$ cat src/rtl/lcd_dither_444_if.sv
// lcd_dither_444_if: generator-side RGB565 pixel/timing inputs and panel-side RGB444 outputs.
interface lcd_dither_444_if;
  logic DE_in, HSYNC_in, VSYNC_in;
  logic [4:0] R_in;
  logic [5:0] G_in;
  logic [4:0] B_in;
  logic LCD_DE, LCD_HSYNC, LCD_VSYNC;
  logic [3:0] LCD_R, LCD_G, LCD_B;
  logic line_err;
  modport master (
    output DE_in, HSYNC_in, VSYNC_in, R_in, G_in, B_in,
    input  LCD_DE, LCD_HSYNC, LCD_VSYNC, LCD_R, LCD_G, LCD_B, line_err
  );
  modport slave (
    input  DE_in, HSYNC_in, VSYNC_in, R_in, G_in, B_in,
    output LCD_DE, LCD_HSYNC, LCD_VSYNC, LCD_R, LCD_G, LCD_B, line_err
  );
endinterface

$ cat src/rtl/lcd_dither_444.sv
// lcd_dither_444: 4x4 Bayer ordered dither RGB565 -> RGB444 with 2-cycle aligned timing.
// Define LCD_DITHER_FRC_EN to rotate the pattern by a per-frame counter.
module lcd_dither_444 #(
  parameter int H_ACTIVE = 480,
  parameter int V_ACTIVE = 272,
  parameter bit SYNC_ACTIVE_LOW = 1
) (
  input logic PixelClk,
  input logic RST,
  lcd_dither_444_if.slave io
);
  localparam logic SYNC_IDLE = SYNC_ACTIVE_LOW;
  localparam logic [3:0] BAYER [16] = '{
    4'd0,  4'd8,  4'd2,  4'd10,
    4'd12, 4'd4,  4'd14, 4'd6,
    4'd3,  4'd11, 4'd1,  4'd9,
    4'd15, 4'd7,  4'd13, 4'd5
  };
  logic [8:0] col, row;
  logic de_q, vs_q, vs_act, vs_edge, de_fall, err;
  logic [1:0] f, ri, ci, t_hi;
  logic s1_de, s1_hs, s1_vs, s1_err;
  logic [4:0] s1_r, s1_b;
  logic [5:0] s1_g;
  logic [1:0] s1_t;
  logic [5:0] sum_r, sum_b;
  logic [6:0] sum_g;
  logic [3:0] q_r, q_g, q_b;
  always_comb begin
    vs_act = SYNC_ACTIVE_LOW ? ~io.VSYNC_in : io.VSYNC_in;
    vs_edge = vs_act & ~vs_q;
    de_fall = de_q & ~io.DE_in;
    err = de_fall && col != 9'(H_ACTIVE);
    ri = row[1:0] + f;
    ci = col[1:0] + f;
    t_hi = BAYER[{ri, ci}][3:2];
    sum_r = {1'b0, s1_r} + 6'(s1_t[1]);
    sum_b = {1'b0, s1_b} + 6'(s1_t[1]);
    sum_g = {1'b0, s1_g} + 7'(s1_t);
    q_r = sum_r[5] ? 4'hF : sum_r[4:1];
    q_b = sum_b[5] ? 4'hF : sum_b[4:1];
    q_g = sum_g[6] ? 4'hF : sum_g[5:2];
  end
`ifdef LCD_DITHER_FRC_EN
  always_ff @(posedge PixelClk)
    f <= RST ? 2'd0 : f + 2'(vs_edge);
`else
  assign f = 2'd0;
`endif
  // Row clear on the VSYNC edge takes priority over a coincident DE fall.
  always_ff @(posedge PixelClk) begin
    if (RST) begin
      col <= '0;
      row <= '0;
      de_q <= 1'b0;
      vs_q <= 1'b0;
    end else begin
      de_q <= io.DE_in;
      vs_q <= vs_act;
      col <= !io.DE_in ? '0 : (col == 9'(H_ACTIVE + 1) ? col : col + 9'd1);
      row <= vs_edge ? '0 : (de_fall && row != 9'(V_ACTIVE) ? row + 9'd1 : row);
    end
  end
  always_ff @(posedge PixelClk) begin
    if (RST) begin
      s1_de <= 1'b0;
      s1_hs <= SYNC_IDLE;
      s1_vs <= SYNC_IDLE;
      s1_err <= 1'b0;
      s1_r <= '0;
      s1_g <= '0;
      s1_b <= '0;
      s1_t <= '0;
      io.LCD_DE <= 1'b0;
      io.LCD_HSYNC <= SYNC_IDLE;
      io.LCD_VSYNC <= SYNC_IDLE;
      io.LCD_R <= '0;
      io.LCD_G <= '0;
      io.LCD_B <= '0;
      io.line_err <= 1'b0;
    end else begin
      s1_de <= io.DE_in;
      s1_hs <= io.HSYNC_in;
      s1_vs <= io.VSYNC_in;
      s1_err <= err;
      s1_r <= io.R_in;
      s1_g <= io.G_in;
      s1_b <= io.B_in;
      s1_t <= t_hi;
      io.LCD_DE <= s1_de;
      io.LCD_HSYNC <= s1_hs;
      io.LCD_VSYNC <= s1_vs;
      io.LCD_R <= s1_de ? q_r : '0;
      io.LCD_G <= s1_de ? q_g : '0;
      io.LCD_B <= s1_de ? q_b : '0;
      io.line_err <= s1_err;
    end
  end
endmodule

$ cat src/flat_wrapper.sv
// flat-port wrapper written by rule: the top's interface ports become plain ports
module lcd_dither_444_flat 
#(
  parameter int H_ACTIVE = 480,
  parameter int V_ACTIVE = 272,
  parameter bit SYNC_ACTIVE_LOW = 1
)
  (PixelClk, RST, io_DE_in, io_HSYNC_in, io_VSYNC_in, io_R_in, io_G_in, io_B_in, io_LCD_DE, io_LCD_HSYNC, io_LCD_VSYNC, io_LCD_R, io_LCD_G, io_LCD_B, io_line_err);
  lcd_dither_444_if io_i ();
  input logic PixelClk;
  input logic RST;
  input wire logic [$bits(io_i.DE_in)-1:0] io_DE_in;
  input wire logic [$bits(io_i.HSYNC_in)-1:0] io_HSYNC_in;
  input wire logic [$bits(io_i.VSYNC_in)-1:0] io_VSYNC_in;
  input wire logic [$bits(io_i.R_in)-1:0] io_R_in;
  input wire logic [$bits(io_i.G_in)-1:0] io_G_in;
  input wire logic [$bits(io_i.B_in)-1:0] io_B_in;
  output wire logic [$bits(io_i.LCD_DE)-1:0] io_LCD_DE;
  output wire logic [$bits(io_i.LCD_HSYNC)-1:0] io_LCD_HSYNC;
  output wire logic [$bits(io_i.LCD_VSYNC)-1:0] io_LCD_VSYNC;
  output wire logic [$bits(io_i.LCD_R)-1:0] io_LCD_R;
  output wire logic [$bits(io_i.LCD_G)-1:0] io_LCD_G;
  output wire logic [$bits(io_i.LCD_B)-1:0] io_LCD_B;
  output wire logic [$bits(io_i.line_err)-1:0] io_line_err;
  assign io_i.DE_in = io_DE_in;
  assign io_i.HSYNC_in = io_HSYNC_in;
  assign io_i.VSYNC_in = io_VSYNC_in;
  assign io_i.R_in = io_R_in;
  assign io_i.G_in = io_G_in;
  assign io_i.B_in = io_B_in;
  assign io_LCD_DE = io_i.LCD_DE;
  assign io_LCD_HSYNC = io_i.LCD_HSYNC;
  assign io_LCD_VSYNC = io_i.LCD_VSYNC;
  assign io_LCD_R = io_i.LCD_R;
  assign io_LCD_G = io_i.LCD_G;
  assign io_LCD_B = io_i.LCD_B;
  assign io_line_err = io_i.line_err;
  lcd_dither_444 #(.H_ACTIVE(H_ACTIVE), .V_ACTIVE(V_ACTIVE), .SYNC_ACTIVE_LOW(SYNC_ACTIVE_LOW)) u_core (.PixelClk(PixelClk), .RST(RST), .io(io_i));
endmodule
$ cat config.mk
export PLATFORM = sky130hd
export DESIGN_NAME = lcd_dither_444_flat
export DESIGN_NICKNAME = d
export VERILOG_FILES = /design/src/rtl/lcd_dither_444_if.sv /design/src/rtl/lcd_dither_444.sv /design/src/flat_wrapper.sv
export SDC_FILE = /design/constraint.sdc
export NUM_CORES = 1
export LEC_CHECK = 0
export ABC_AREA = 1
export CAP_MARGIN = 40
export CORE_MARGIN = 4
export CORE_UTILIZATION = 56
export DETAILED_ROUTE_END_ITERATION = 16
export PLACE_DENSITY_LB_ADDON = 0.25
export RECOVER_POWER = 25
export SLEW_MARGIN = 0
export SYNTH_ARGS = -nofsm -noshare
export SYNTH_HDL_FRONTEND = slang
export SYNTH_SLANG_ARGS = --single-unit
$ cat constraint.sdc
create_clock -name PixelClk -period 2.2 [get_ports PixelClk]
set_clock_uncertainty 0.1 [all_clocks]
set_input_delay 0.66 -clock PixelClk [delete_from_list [all_inputs] [get_ports PixelClk]]
set_output_delay 0.66 -clock PixelClk [all_outputs]
set_load 0.005 [all_outputs]
==> results by group, run 1 <==
Setup path
  – CP Class: register to primary output
  – Worst EP required: 1.44 ns
  – Nature of the critical path endpoint: primary output
  – Crit-path cells: clkdlybuf4s50_1
  – R2R setup slack: between 0.6 and 0.7 ns
  – Max stage delay on crit path: 0.50 ns
  – Critical Path Source Type: register
  – Crit path buf inv count: 1
  – FF-to-FF path depth: 9
  – Delay-heaviest family, CP: buffers and inverters
  – R2r endpoint: u_core.row[1]$_SDFFE_PP0P_
  – WP data arrival: between 1 and 1.5 ns
  – Slowest cell on the critical path: clkdlybuf4s50_1
  – Maximum fanout along the worst path: 1
  – R2r startpoint: u_core.row[0]$_SDFFE_PP0P_

Timing
  – Clock period minus worst slack: a little under 2 ns
  – Fmax: 517 MHz
  – Final Slew Violations: 0
  – Fin. Hold Viols: 0
  – RSZ-0062 raised after global routing: false
  – Setup TNS: 0 ns
  – Worst-Margin Slew: 0.428 ns
  – Relative slew slack: 0.714
  – Final worst-path cycle share: 0.879
  – Final setup vio count: 0

Pwr
  – PwrDens: 743 nW/µm²
  – Net Sw Power: 0.000468 W
  – Sequential power share: 0.497
  – Leakage: roughly 1.3 nW
  – Internal: around 0.0017 W
  – Max VDD drop: 0.606 mV
  – Comb pwr share: 0.058
  – Clock network power share: 0.445
  – Pwr Total: approximately 0.0022 W
  – Sw frac: 0.215

Global routing
  – Vias in the first global route: 1,770
  – Initial antenna violation count: 0
  – Total track usage: 0.186
  – First-pass GRT wire length: 7.51 mm
  – Pin count of the biggest net entering global routing: 27
  – Global route total overflow: 0

Clock network
  – Post-CTS setup buffers: 0
  – CTS tree: done
  – Hold-fix buffers at CTS: 0
  – Clock Tree Buf Depth: 2
  – H-tree depth: 3
  – Clock root cell: clkbuf_8
  – Clk sinks: 57
  – Clk slew on worst S/H paths: roughly 0.060 ns
  – Total CTS buffers: 9
  – Post-cts sizing count: 0
  – Clk_lat worst skew: 0.33 ns

Placement
  – GPL Wtd Cong: 0.862
  – PortBufs: 36
  – Hpwl dp: 3.13 mm

Synthesis
  – Avg Synthesized Cell Area: a little under 8 µm²
  – Mapped cell area: between 2000 and 2500 µm²
  – Yosys warns: 0
  – Sequential-to-total area share from yosys stat: 0.496
  – Synth Register Bits: 57
  – Library cells used by synthesis: 26
  – Syn Nets: 327
  – Post-Synthesis Cells: 298

Die
  – Io pins: 37
  – Initial core utilization: 0.575
  – Core Area: ~4000 µm²
  – Die Span X: 72.1 µm
  – Die ar.: 5200 µm²
  – Die Height: 72.1 µm
  – Rows: 23

Final layout
  – Antenna Cells: 0
  – Most frequent cells in the layout: inv_1, dfxtp_1, nand2_1
  – Area Growth Syn to Fin: 27.1%
  – Nets: 372
  – Share of layout cells above drive strength 1: 0.0951

Routing
  – TritonRoute pass-1 iters: 5
  – Routed len/inst: 11.4 µm
  – Post-DRT Antenna Nets: 0
  – DR vias: 1,911
  – Vias/cell: 4.81
  – Routed Wire Length: around 4.5 mm
  – DRT iter0 DRCs: 80
  – DRC viols: 0

Worst hold path
  – Hold WC Path Type: register to register
  – Hold endpoint: u_core.io.LCD_HSYNC$_SDFF_PP1_
  – Hold Startpoint: u_core.s1_hs$_SDFF_PP1_
  – Hold Path Stages: 1

Job
  – Total of max-cap violations: 0

Outcome
  – Outcome: completed
## cell families after synthesis
family,after synthesis,share of synthesized area
compound gates,35,0.0816
xor+xnor,7,0.0267
fa+ha+maj,8,0.0435
buf+inv,62,0.102
flops,57,0.496
simple gates,129,0.250
## per-stage QoR
stage / hold slack (ns) / cells / util / cell area [µm²] / worst slack (ns)
6_report: 0.308 / 397 / 0.731 / 2920 / 0.267
4_1_cts: 0.313 / 397 / 0.731 / 2920 / 0.264
3_5_place_dp: 0.298 / 382 / 0.682 / 2730 / 0.200
5_1_grt: 0.327 / 397 / 0.731 / 2920 / 0.242
2_1_floorplan: 0.288 / 298 / - / 2300 / 0.762
3_3_place_gp: 0.292 / 382 / 0.682 / 2730 / 0.242
## how the worst max path moves through the flow
| stage | start | cells past startpoint | to | slack [ns] |
|---|---|---|---|---|
| floorplan | io_DE_in | 8 | u_core.row[5]$_SDFFE_PP0P_ | 0.76 |
| global placement | io_DE_in | 10 | u_core.row[8]$_SDFFE_PP0P_ | 0.24 |
| detailed placement | RST | 5 | u_core.io.LCD_R[3]$_SDFF_PP0_ | 0.20 |
| CTS | u_core.io.LCD_B[0]$_SDFF_PP0_ | 1 | io_LCD_B[0] | 0.26 |
| global route | u_core.io.LCD_B[0]$_SDFF_PP0_ | 1 | io_LCD_B[0] | 0.24 |
| finish | u_core.io.LCD_VSYNC$_SDFF_PP1_ | 1 | io_LCD_VSYNC | 0.27 |
## worst reg2reg max path: stages, from the launching register on
cell	delay, ns
dfxtp_1	0.33
inv_1	0.20
ha_1	0.22
inv_1	0.05
nor2_1	0.08
nand2_1	0.06
nor2_1	0.16
nor2_1	0.09
nand2_1	0.06
a21oi_1	0.05
## power groups by stage
stage	sequential, W	clock, W	combinational (W)
final	0.00108	0.000967	0.000127
after global routing	0.00108	0.00102	0.000142
after CTS	0.00108	0.000979	0.000129
after detailed placement	0.00110	0	0.000127
after global placement	0.00110	0	0.000124
after floorplan	0.00110	0	0.0000606
## synthesized netlist by cell type
master,instances,area share
o21ai_0,9,0.020
nor2_2,2,0.0054
o21a_1,1,0.0033
nand3b_1,1,0.0033
nor2_4,4,0.020
nand3_1,10,0.022
nand2_1,52,0.085
o21ai_2,1,0.0038
nor3_1,8,0.017
or2_2,3,0.0082
xnor2_1,3,0.011
a21oi_1,22,0.048
inv_2,2,0.0033
inv_1,57,0.093
dfxtp_1,57,0.50
clkbuf_1,1,0.0016
nand4_1,1,0.0027
a21oi_2,1,0.0038
xor2_1,4,0.015
or2_0,1,0.0027
a211oi_1,1,0.0033
nand3_2,1,0.0044
nand2_2,4,0.011
ha_1,8,0.044
nor2_1,42,0.069
buf_2,2,0.0044
## area by class of cell
cell class / count / area [µm²]
flip-flops and latches: 57 / 1140
repair buffers: 37 / 380
multi-input cells: 179 / 923
clock buffers: 12 / 155
fillers: 323 / 1080
clock inverters: 3 / 40.0
inverters: 59 / 221
well taps: 50 / 62.6
## sequential cells by signal, summed over array words and instances, names as in the netlist
| name | flops |
|---|---|
| u_core.col | 9 |
| u_core.de_q | 1 |
| u_core.io.LCD_B | 4 |
| u_core.io.LCD_DE | 1 |
| u_core.io.LCD_G | 4 |
| u_core.io.LCD_HSYNC | 1 |
| u_core.io.LCD_R | 4 |
| u_core.io.LCD_VSYNC | 1 |
| u_core.io.line_err | 1 |
| u_core.row | 9 |
| u_core.s1_b | 5 |
| u_core.s1_err | 1 |
| u_core.s1_g | 6 |
| u_core.s1_hs | 1 |
| u_core.s1_r | 5 |
| u_core.s1_t | 2 |
| u_core.s1_vs | 1 |
| u_core.vs_q | 1 |
## layer usage
metal	vias up	part of all wire	GRT usage
li1	994	-	-
met1	841	0.43	0.205
met2	59	0.48	0.324
met3	17	0.060	0.0471
met4	0	0.029	0.102
met5	-	0	0
(Power assumes the default switching activity.)
==> run 2, diff against run 1 <==
--- a/config.mk
+++ b/config.mk
@@ -5,10 +5,10 @@
 export SDC_FILE = /design/constraint.sdc
 export NUM_CORES = 1
 export LEC_CHECK = 0
-export ABC_AREA = 1
+export ABC_AREA = 0
 export CAP_MARGIN = 40
 export CORE_MARGIN = 4
-export CORE_UTILIZATION = 56
+export CORE_UTILIZATION = 55
 export DETAILED_ROUTE_END_ITERATION = 16
 export PLACE_DENSITY_LB_ADDON = 0.25
 export RECOVER_POWER = 25
==> run 2 against run 1 <==
- final cell count is 18% lower
- critical path depth is 4 higher
- largest cell class unchanged
- core utilization grew 3.9 points
- die area decreased by 3.5%
- maximum frequency is 2.1% lower
==> results by group, run 2 <==
Outcome
  – Outcome: completed

Timing
  – Worst-Margin Slew: 0.580 ns
  – Final Slew Violations: 0
  – Final setup vio count: 0
  – Fin. Hold Viols: 0
  – Setup WS post-layout: 0.224 ns
  – Relative slew slack: 0.608
  – Clock period minus worst slack: 1.98 ns
  – Final worst-path cycle share: 0.898
  – Setup TNS: 0 ns
  – Fmax: 506 MHz
  – RSZ-0062 raised after global routing: false

Job
  – Total of max-cap violations: 0

Placement
  – Placed Instances: 309
  – Hpwl dp: 2.88 mm
  – Placed instance area: roughly 2600 µm²
  – PortBufs: 36
  – GPL Wtd Cong: 0.778
  – Worst slack, placed: 0.0355 ns

Clock network
  – CTS tree: done
  – Clock Tree Buf Depth: 2
  – Clk sinks: 57
  – H-tree depth: 3
  – Total CTS buffers: 9
  – Clk slew on worst S/H paths: 0.06 ns
  – Post-CTS setup buffers: 0
  – Post-cts sizing count: 0
  – Hold-fix buffers at CTS: 0
  – Clk_lat worst skew: roughly 0.33 ns
  – Clock root cell: clkbuf_8

Die
  – Initial core utilization: 0.579
  – Die Height: about 70 µm
  – Rows: 22
  – Io pins: 37
  – Die ar.: 5010 µm²
  – Die Span X: 70.8 µm
  – Core Area: ~3700 µm²

Synthesis
  – Yosys top cell area share: 0.526
  – Asr flop ratio synth: 0
  – Commonest cells post-synth: dfxtp_1, nor2b_1, nand2_1
  – Post-Synthesis Cells: around 220
  – Sequential-to-total area share from yosys stat: 0.526
  – Avg Synthesized Cell Area: 9.72 µm²
  – Yosys warns: 0
  – Syn Nets: between 200 and 300
  – Synth Register Bits: 57
  – Area leader, netlist: dfxtp_1
  – Count leader, synth: dfxtp_1
  – EDFF count, synth: 0
  – Library cells used by synthesis: 39
  – Primary FF master, synth: dfxtp_1
  – Ranking of synthesized cells by area: dfxtp_1, nor2b_1, ha_1
  – Mapped cell area: 2170 µm²

Routing
  – DRT iter0 DRCs: 63
  – Post-DRT Antenna Nets: 0
  – TritonRoute pass-1 iters: 4
  – DR vias: between 1,500 and 2,000
  – Routed Wire Length: 4.38 mm
  – Vias/cell: 5.44
  – DRC viols: 0
  – Routed len/inst: 13.5 µm

Setup path
  – Maximum fanout along the worst path: 11
  – CP Class: input pin to register
  – FF-to-FF path depth: 5
  – R2r endpoint: u_core.row[0]$_SDFFE_PP0P_
  – CP startpoint: RST
  – Number of stages on the worst setup path: 5
  – R2R setup slack: around 0.50 ns
  – Slowest cell on the critical path: dlygate4sd3_1
  – Critical Path Source Type: input pin
  – Nature of the critical path endpoint: register
  – R2r startpoint: u_core.row[0]$_SDFFE_PP0P_
  – Crit path buf inv count: 2
  – Max stage delay on crit path: 0.65 ns
  – Delay-heaviest family, CP: buffers and inverters
  – Worst Setup EP: u_core.row[0]$_SDFFE_PP0P_
  – Worst EP required: 2.30 ns
  – WP data arrival: 2.08 ns
  – Crit-path cells: dlygate4sd3_1, clkbuf_1, o21ba_2, nand2_1, mux2i_1

Pwr
  – Clock network power share: 0.525
  – Internal: 0.00206 W
  – Comb pwr share: 0.048
  – Net Sw Power: 0.000477 W
  – Sequential power share: 0.427
  – Sw frac: 0.188
  – PwrDens: 881 nW/µm²
  – Max VDD drop: 0.717 mV
  – Leakage: 1.07 nW

Final layout
  – Register area: around 1100 µm²
  – Area occupied by multi-input gates: 955 µm²
  – Share of layout cells above drive strength 1: 0.0903
  – Nets: 301
  – Most frequent cells in the layout: dfxtp_1, clkdlybuf4s50_1, nor2b_1
  – Area Growth Syn to Fin: 32.9%
  – Top Registers: u_core.col x9, u_core.row x9, u_core.s1_g x6
  – Leading cell type in the layout, fill and taps excluded: dfxtp_1
  – Final Non-Filler Cells: around 330
  – Antenna Cells: 0
  – Final instance area: 2880 µm²
  – Fill cell count: 278

Global routing
  – Pin count of the biggest net entering global routing: 13
  – Global route total overflow: 0
  – Vias in the first global route: roughly 1,700
  – First-pass GRT wire length: 7.46 mm
  – Initial antenna violation count: 0
  – Total track usage: 0.189

Worst hold path
  – Hold WC Path Type: register to register
## run 2: changes by cell type in the layout (fill, tap and decap cells not counted), moves of 5 or more
cell / delta
nor2b_1: +18
mux2i_1: +5
or3_1: +5
a21oi_1: -8
nand2_1: -36
inv_1: -42
nor2_1: -35
## run 2: kinds of logic (layout without fill, tap and decap cells)
logic type	Yosys count	in the layout	synth area share
mux	5	5	0.0231
fa+ha+maj	8	8	0.0462
simple gates	86	86	0.223
buf+inv	19	73	0.0335
compound gates	44	44	0.132
flops	57	57	0.526
xor+xnor	4	4	0.0162
## run 2: worst min-delay path by stage
stage                                  startpoint                              to  slack, ns  cells after the start
after floorplan           u_core.s1_hs$_SDFF_PP1_  u_core.io.LCD_HSYNC$_SDFF_PP1_       0.29                      1
after global placement    u_core.s1_vs$_SDFF_PP1_  u_core.io.LCD_VSYNC$_SDFF_PP1_       0.30                      1
after detailed placement  u_core.s1_hs$_SDFF_PP1_  u_core.io.LCD_HSYNC$_SDFF_PP1_       0.30                      1
after CTS                 u_core.s1_vs$_SDFF_PP1_  u_core.io.LCD_VSYNC$_SDFF_PP1_       0.32                      1
after global routing      u_core.s1_vs$_SDFF_PP1_  u_core.io.LCD_VSYNC$_SDFF_PP1_       0.32                      1
final                     u_core.s1_vs$_SDFF_PP1_  u_core.io.LCD_VSYNC$_SDFF_PP1_       0.31                      1
## run 2: metal layers
metal	vias to the layer above	global-route usage	part of all wire
li1	887	-	-
met1	820	0.209	0.42
met2	49	0.331	0.51
met3	11	0.0582	0.050
met4	0	0.0877	0.024
met5	-	0	0
## run 2: area by class of cell
cell class / instances / share of cell area
flip-flops and latches: 57 / 0.396
multi-input cells: 147 / 0.331
repair buffers: 42 / 0.137
clock buffers: 11 / 0.0525
clock inverters: 5 / 0.0434
well taps: 48 / 0.0208
inverters: 15 / 0.0195
## run 2: power by group through the flow
stage	sequential (W)	clock (W)	combinational (W)
final	0.00109	0.00133	0.000121
after global routing	0.00109	0.00141	0.000134
after CTS	0.00108	0.00136	0.000125
after detailed placement	0.00111	0	0.000122
after global placement	0.00111	0	0.000119
after floorplan	0.00110	0	0.0000552
## run 2: metrics by stage
stage	utilization	hold WS [ns]	power [W]
after floorplan	-	0.289	0.00116
after global placement	0.699	0.295	0.00122
after detailed placement	0.699	0.296	0.00123
after CTS	0.773	0.320	0.00256
after global routing	0.770	0.325	0.00263
final	0.770	0.315	0.00254
## run 2: worst register-to-register path: stages, from the launching register on
cell and delay (ns):
dfxtp_1 0.43, inv_1 0.11, ha_1 0.21, nor4b_1 0.15
a41oi_1 0.37, mux2i_1 0.25
